**src/rtl/arith_pkg.sv**
```systemverilog
// Shared definitions for the sequential arithmetic units (multiplier, divider).
package arith_pkg;
    localparam int ARITH_WIDTH = 8;

    typedef enum logic [1:0] {
        ST_IDLE = 2'd0,
        ST_RUN  = 2'd1,
        ST_DONE = 2'd2
    } state_t;
endpackage

```
**src/rtl/seq_divider_div_step.sv**
```systemverilog
// One combinational restoring-division step: shift in the next dividend bit,
// trial-subtract the divisor through a ripple of full_subtractor cells.
module full_subtractor (
    input  logic i_a,
    input  logic i_b,
    input  logic i_bin,
    output logic o_diff,
    output logic o_bout
);
    assign o_diff = i_a ^ i_b ^ i_bin;
    assign o_bout = (~i_a & i_b) | (~(i_a ^ i_b) & i_bin);
endmodule

module div_step #(
    parameter int WIDTH = 8
) (
    input  logic [WIDTH-1:0] i_r,
    input  logic             i_q_msb,
    input  logic [WIDTH-1:0] i_d,
    output logic [WIDTH-1:0] o_r_next,
    output logic             o_q_bit
);
    // The restored remainder is always below the divisor, so its top bit is
    // zero and only the low WIDTH bits take part in the shift.
    logic [WIDTH:0]   w_shift;
    logic [WIDTH:0]   w_sub;
    logic [WIDTH:0]   w_diff;
    logic [WIDTH+1:0] w_borrow;

    assign w_shift     = {i_r, i_q_msb};
    assign w_sub       = {1'b0, i_d};
    assign w_borrow[0] = 1'b0;

    for (genvar i = 0; i <= WIDTH; i++) begin : g_cell
        full_subtractor u_fs (
            .i_a    (w_shift[i]),
            .i_b    (w_sub[i]),
            .i_bin  (w_borrow[i]),
            .o_diff (w_diff[i]),
            .o_bout (w_borrow[i+1])
        );
    end

    // Sign bit and borrow-out agree here; either marks a negative trial.
    assign o_q_bit  = ~(w_diff[WIDTH] | w_borrow[WIDTH+1]);
    assign o_r_next = o_q_bit ? w_diff[WIDTH-1:0] : w_shift[WIDTH-1:0];
endmodule

```
**src/rtl/seq_divider.sv**
```systemverilog
// Unsigned restoring divider, one quotient bit per clock, start/done handshake
// shared with the shift-add multiplier.
module seq_divider
    import arith_pkg::*;
#(
    parameter int WIDTH = ARITH_WIDTH
) (
    input  logic             clk,
    input  logic             rst,
    input  logic             start,
    input  logic [WIDTH-1:0] dividend,
    input  logic [WIDTH-1:0] divisor,
    output logic             busy,
    output logic             done,
    output logic [WIDTH-1:0] quotient,
    output logic [WIDTH-1:0] remainder,
    output logic             div_by_zero,
    output logic [1:0]       dbg_state
);
    // Handshake: start is taken only in IDLE or DONE; done is a one-cycle
    // pulse and the result outputs hold until the next accepted start.
    localparam int CW = (WIDTH > 2) ? $clog2(WIDTH) : 1;

    state_t           r_state;
    logic [WIDTH-1:0] r_q;
    logic [WIDTH-1:0] r_d;
    logic [WIDTH-1:0] r_r;
    logic [CW-1:0]    r_cnt;
    logic [WIDTH-1:0] w_r_next;
    logic             w_q_bit;
    logic [WIDTH-1:0] w_q_next;

    div_step #(.WIDTH(WIDTH)) u_step (
        .i_r      (r_r),
        .i_q_msb  (r_q[WIDTH-1]),
        .i_d      (r_d),
        .o_r_next (w_r_next),
        .o_q_bit  (w_q_bit)
    );

    assign w_q_next  = {r_q[WIDTH-2:0], w_q_bit};
    assign dbg_state = r_state;

    always_ff @(posedge clk or posedge rst) begin
        if (rst) begin
            r_state     <= ST_IDLE;
            r_q         <= '0;
            r_d         <= '0;
            r_r         <= '0;
            r_cnt       <= '0;
            busy        <= 1'b0;
            done        <= 1'b0;
            quotient    <= '0;
            remainder   <= '0;
            div_by_zero <= 1'b0;
        end else begin
            done <= 1'b0;
            case (r_state)
                ST_RUN: begin
                    r_q   <= w_q_next;
                    r_r   <= w_r_next;
                    r_cnt <= r_cnt - CW'(1);
                    if (r_cnt == '0) begin
                        quotient  <= w_q_next;
                        remainder <= w_r_next;
                        done      <= 1'b1;
                        busy      <= 1'b0;
                        r_state   <= ST_DONE;
                    end
                end
                default: begin
                    if (start) begin
                        r_q         <= dividend;
                        r_d         <= divisor;
                        r_r         <= '0;
                        r_cnt       <= CW'(WIDTH - 1);
                        div_by_zero <= 1'b0;
                        if (divisor == '0) begin
                            quotient    <= '1;
                            remainder   <= dividend;
                            div_by_zero <= 1'b1;
                            done        <= 1'b1;
                            r_state     <= ST_DONE;
                        end else begin
                            busy    <= 1'b1;
                            r_state <= ST_RUN;
                        end
                    end else begin
                        r_state <= ST_IDLE;
                    end
                end
            endcase
        end
    end
endmodule

```
**config.mk**
```make
export PLATFORM = sky130hd
export DESIGN_NAME = seq_divider
export DESIGN_NICKNAME = d
export VERILOG_FILES = /design/src/rtl/arith_pkg.sv /design/src/rtl/seq_divider_div_step.sv /design/src/rtl/seq_divider.sv
export SDC_FILE = /design/constraint.sdc
export NUM_CORES = 1
export LEC_CHECK = 0
export ABC_AREA = 1
export BUFFER_PORTS_ARGS = -buffer_cell sky130_fd_sc_hd__buf_2
export CAP_MARGIN = 10
export CORE_MARGIN = 2
export CORE_UTILIZATION = 25
export DETAILED_ROUTE_END_ITERATION = 12
export PLACE_DENSITY = 0.49
export SYNTH_ARGS = -nofsm -noshare
export SYNTH_HDL_FRONTEND = slang
export SYNTH_SLANG_ARGS = --single-unit
```
**constraint.sdc**
```tcl
create_clock -name clk -period 4.9 [get_ports clk]
set_input_delay 1.225 -clock clk [delete_from_list [all_inputs] [get_ports clk]]
set_output_delay 1.225 -clock clk [all_outputs]
set_load 0.02 [all_outputs]
```
# After elaboration in Yosys (flattened, before gate mapping)
# Cells that the tools add are included.
[word_totals]
output_inout_bits = 21
mem_bits_rw = 0
latchBits = 0
regBits = 48
rom_bits = 0
memories = 0
input_bits = 19
[classes]
addsub = 1
n_eq_ne = 3
n_mux = 27
n_bitwise = 58
shifts = 0
order_cmp = 0
n_reduce_logical = 7
div = 0
multipliers = 0
[op_table]
columns = ["operator", "count"]
rows = [
  ["$mux 8", 13],
  ["$not 1->1", 18],
  ["$and 1x1->1", 16],
  ["$xor 1x1->1", 16],
  ["$logic_not 8->1", 1],
  ["$mux 1", 8],
  ["$mux 2", 4],
  ["$or 1x1->1", 8],
  ["$mux 3", 2],
  ["$reduce_and 3->1", 2],
  ["$reduce_bool 2->1", 2],
  ["$logic_not 3->1", 1],
  ["$sub 3x1->3 const B", 1],
  ["$eq 2x1->1 const B", 1],
  ["$ne 2x1->1 const B", 1],
  ["$ne 2x2->1 const B", 1],
  ["$reduce_and 2->1", 1],
]

# Depth between registers and ports, before layout
[logic_depth]
depth_word = 21
mapped_depth = 18
depth_no_buf = 18

# By module
# Synthesis repeated with hierarchy kept, for this count alone.
[unflattened]
cells_unflattened = 312
area_unflattened_um2 = 2551.2
[modules_own_cells]
columns = ["module", "seq_area_each_um2", "area_per_inst_um2", "cells_each", "n_inst"]
rows = [
  ["seq_divider", 1201.2, 2127.0, 248, 1],
  ["full_subtractor", 0.0, 31.3, 4, 9],
  ["div_step", 0.0, 142.6, 28, 1],
]

# Worst setup path before layout
# OpenSTA, ideal clock, no wires.
[synth_timing]
path_kind = "register to register"
from = "register r_q[7]"
to = "register remainder[2]"
setup_time_ns = 0.065
path_stages_with_launch = 19
n_path_buf = 0
slack_ns = 0.722
arrival_time_ns = 4.112
required_ns = 4.835
synth_period_minus_slack_ns = 4.178
cell_sequence = "dfrtp_1 inv_1 ha_1 inv_1 fa_1 inv_1 fa_1 fa_1 fa_1 fa_1 fa_1 fa_1 inv_1 nand2_1 nand2_1 nand3_1 nand3_1 nand2_1 nand2_1"
[synth_between]
elab_chain_len = 21
elab_cells_between_ends = 23
cone_classes = "3 x mux; 20 x bitwise"
[synth_rtl]
columns = ["element", "line", "text"]
rows = [
  ["start: declaration", "seq_divider.sv:25", "logic [WIDTH-1:0] r_q;"],
  ["start signal: assignment", "seq_divider.sv:60", "r_q <= w_q_next;"],
  ["start signal: assignment", "seq_divider.sv:73", "r_q <= dividend;"],
  ["$not 1->1 (*)", "seq_divider_div_step.sv:11", "assign o_bout = (~i_a & i_b) | (~(i_a ^ i_b) & i_bin);"],
  ["$and 1x1->1 (*) (2 in a row)", "seq_divider_div_step.sv:11", ""],
  ["$or 1x1->1 (*)", "seq_divider_div_step.sv:11", ""],
  ["$and 1x1->1", "seq_divider_div_step.sv:11", ""],
  ["$or 1x1->1", "seq_divider_div_step.sv:11", ""],
  ["$and 1x1->1", "seq_divider_div_step.sv:11", ""],
  ["$or 1x1->1", "seq_divider_div_step.sv:11", ""],
  ["$and 1x1->1", "seq_divider_div_step.sv:11", ""],
  ["(+4 left out)", "-", ""],
  ["$or 1x1->1", "seq_divider_div_step.sv:11", ""],
  ["$and 1x1->1", "seq_divider_div_step.sv:11", ""],
  ["$or 1x1->1", "seq_divider_div_step.sv:11", ""],
  ["$xor 1x1->1 or $and 1x1->1 (tied branches)", "seq_divider_div_step.sv:10, seq_divider_div_step.sv:11", ""],
  ["$or 1x1->1", "seq_divider_div_step.sv:45", "assign o_q_bit = ~(w_diff[WIDTH] | w_borrow[WIDTH+1]);"],
  ["$mux 8 (*)", "seq_divider_div_step.sv:46", "assign o_r_next = o_q_bit ? w_diff[WIDTH-1:0] : w_shift[WIDTH-1:0];"],
  ["$mux 8 (*)", "seq_divider.sv:63", "if (r_cnt == '0) begin"],
  ["$mux 8 (*)", "seq_divider.sv:58", "case (r_state)"],
  ["end signal: assignment", "seq_divider.sv:65", "remainder <= w_r_next;"],
  ["end signal: assignment", "seq_divider.sv:80", "remainder <= dividend;"],
  ["end: declaration", "seq_divider.sv:16", "output logic [WIDTH-1:0] remainder,"],
]
# Mark *: on every way between the ends. The rest lies on a longest branch, timed or not. The select of a mux whose other input is x is not followed.
# A chain may end at the register's enable or synchronous reset.

# Final worst setup path
# Same ends and word-level chain as after synthesis.

==> summary.md <==
| Metric | Value |
|---|---|
| Worst-Margin Slew | 1.04 ns |
| Final-stage net count | about 340 |
| Post-CTS Setup Inserts | 0 |
| Critical path startpoint category | flip-flop |
| Crit path time final | around 4.5 ns |
| Leak | ~1.5 nW |
| Drc violations | 0 |
| Clock power share | between 10% and 20% |
| Post-synth EDFFs | 0 |
| Syn_nets | just over 300 |
| Arrival @ worst endpoint | ~4.8 ns |
| Switching Share | between 40 and 50% |
| Clock Pin Slew Worst Setup and Hold Paths | 0.10 ns |
| Total track usage | roughly an eighth |
| CTS Buf Count | 5 |
| Post-synthesis instance area | around 2400 sq um |
| Layout area overhead | 15.7% |
| Main synth FF type | dfrtp_1 |
| Initial Util | roughly 26% |
| Area contributors post-synth | dfrtp_1 50%, nand2_1 13%, nand3_1 8.6%, inv_1 6.1%, fa_1 5.8% |
| Synth Area in Adders | 7.40% |
| Slew HR | between 30 and 40% |
| Rows | 35 |
| Unrepaired setup endpoints after global routing | false |
| Port bufs | 39 |
| Drt wl/cell | around 13 um |
| Peak supply drop | 0.338 mV |
| GPL Wtd Cong | 0.806 |
| Main combinational cell family by area after synthesis | simple AND/OR/NAND/NOR gates |
| Nature of the critical path endpoint | flip-flop |
| Status | complete, no violations |
| Pwr Density | 705 nW/um^2 |
| # resized after CTS | 0 |
| Cts hold-fix bufs | 0 |
| Grt total ovfl | 0 |
| Synth top area share | approximately 50% |
| Largest net degree at the start of global routing | a little under 50 |
| Final setup TNS | 0 ns |
| DP Area | between 2000 and 3000 sq um |
| Flop pwr share | a little over a third |
| Count leader, synth | nand2_1 |
| ANT nets after route | 0 |
| DRT iter0 DRCs | 94 |
| Simple-gate area share of the yosys netlist | between 20% and 30% |
| Worst Hold Margin | between 0.4 and 0.5 ns |
| Placed Cells | around 440 |
| Xor and xnor area share after synthesis | 0% |
| Vias in the first global route | just over 2000 |
| Worst Hold Class | reg2reg |
| CP Class | reg2reg |
| Netlist cell types | 19 |
| DP HPWL | roughly 4.3 mm |
| Synthesized area per cell | around 8.6 sq um |
| Vias per cell | about 4.4 |
| Non-filler cells, final | about 450 |
| First-pass GRT wire length | about 9.9 mm |
| Detailed Route WL | a little under 6 mm |
| Net Sw Power | slightly above 900 uW |
| Max FO, Critical Path | 9 |
| Core Box Area | 9280 sq um |
| Die Wd | just over 100 um |
| Die H | roughly 100 um |
| Diodes inserted | 0 |
| Internal power | roughly 1.0 mW |
| Post-route cell area | around 2800 sq um |
| CTS root buf | clkbuf_8 |
| Final Cycle Share | between 90% and 100% |
| Critical path required time | between 5 and 6 ns |
| Synth Area in Compound Gates | ~7.4% |
| CTS tree | built |
| Leading area contributor after synthesis | dfrtp_1 |
| H-tree Lvls | 2 |
| Clock Sinks | 48 |
| Total number of vias | a little under 2000 |
| Max Clk Rate | 0.221 GHz |
| Async SR Flop Fraction | 100% |
| Combinational Power Share | about half |
| Cells after Synth | roughly 280 |
| Antenna violations before repair | 0 |
| Layout cells sized above 1 | about 17% |
| Setup-violating endpoint count in the final report | 0 |
| Max Cap Violations | 0 |
| First-pass DRT Iterations | 4 |
| I/O pin count | 40 |
| Yosys warnings | 0 |
| Final slew viol count | 0 |
| Synth top cells by count | 81 x nand2_1, 48 x dfrtp_1, 41 x nand3_1 |
| Mux contribution to synthesized area | 0% |
| Flops & latches, synth | 48 |
| Clk_lat worst skew | roughly 0.31 ns |
| Clock buffer depth | 2 |
| Die footprint | roughly 10000 sq um |
| Hold Fails Final Rpt | 0 |
| Layout Skew | between 0.015 and 0.02 ns |
| Sequential element share of the synthesized area | approximately half |
metal layers:
| metal | global-route usage, % | share of wire, % | vias to the layer above |
|---|---|---|---|
| met5 | 0 | 0 | - |
| met4 | 3.08 | 0.96 | 0 |
| met3 | 2.46 | 3.9 | 5 |
| met2 | 19.5 | 46 | 38 |
| met1 | 17.4 | 49 | 959 |
| li1 | - | - | 957 |
flip-flops by register name, summed over array words and instances, names as in the netlist:
name         flops
busy             1
dbg_state        2
div_by_zero      1
done             1
quotient         8
r_cnt            3
r_d              8
r_q              8
r_r              8
remainder        8
critical path, cell delays in order, from the launching register on:
cell and delay [ns]:
dfrtp_1 0.35, inv_1 0.06, ha_1 0.19, inv_1 0.07, fa_1 0.18, inv_1 0.06
fa_1 0.46, fa_1 0.47, fa_1 0.47, fa_1 0.46, fa_1 0.46, fa_1 0.47
inv_1 0.09, nand2_1 0.05, nand2_1 0.22, nand3_1 0.18, nand3_1 0.14, nand2_1 0.06
nand2_1 0.06
placed cells by master, fill, tap and decap left out, types with 6 or more instances in the layout:
cell type,synthesis,routed
nand2_1,81,81
inv_1,39,38
nor2_1,14,14
o22ai_1,7,7
fa_1,7,7
o21ai_0,6,6
a21oi_1,7,7
o211ai_1,8,8
clkbuf_8,0,6
dfrtp_1,48,48
nand3_1,41,41
buf_2,5,39
power by group through the flow:
stage               logic [mW]  registers, mW  clock network, mW
floorplan                0.705          0.759                  0
global placement          1.02          0.688                  0
detailed placement        1.04          0.690                  0
CTS                       1.04          0.684              0.267
global route              1.19          0.703              0.278
finish                    1.02          0.682              0.259
per-stage QoR:
stage | power [mW] | utilization, % | setup WS [ns]
after detailed placement | 1.73 | 28.9 | 0.361
after floorplan | 1.46 | - | 0.722
after global placement | 1.71 | 28.9 | 0.441
after CTS | 1.99 | 29.9 | 0.313
after global routing | 2.17 | 29.9 | 0.0620
final | 1.96 | 29.9 | 0.370
cell type report:
cell class | count | area (sq um)
Sequential cell | 48 | 1200
Multi-Input combinational cell | 180 | 967
Timing Repair Buffer | 39 | 195
Tap cell | 129 | 161
Clock buffer | 6 | 82.6
Fill cell | 1052 | 6510
Clock inverter | 2 | 15.0
Inverter | 41 | 154
final timing paths:
kind / startpoint / to / slack [ns] / cells past startpoint
max in group asynchronous: rst / r_cnt[0] / 3.09 / 2
setup / recovery: r_q[7] / remainder[2] / 0.37 / 18
hold reg to reg: r_d[0] / r_d[0] / 0.49 / 2
hold / removal: r_d[0] / r_d[0] / 0.49 / 2
setup reg to reg: r_q[7] / remainder[2] / 0.37 / 18
min in group asynchronous: rst / remainder[5] / 1.17 / 2
logic make-up (layout without fill, tap and decap cells):
kind of cell,Yosys count,in the layout
adders and majority gates,10,10
AOI/OAI and AO/OA,29,29
DFF,48,48
buffers and inverters,51,88
and+or+nand+nor,141,141
Note: power is estimated with default switching activity, not from simulation.
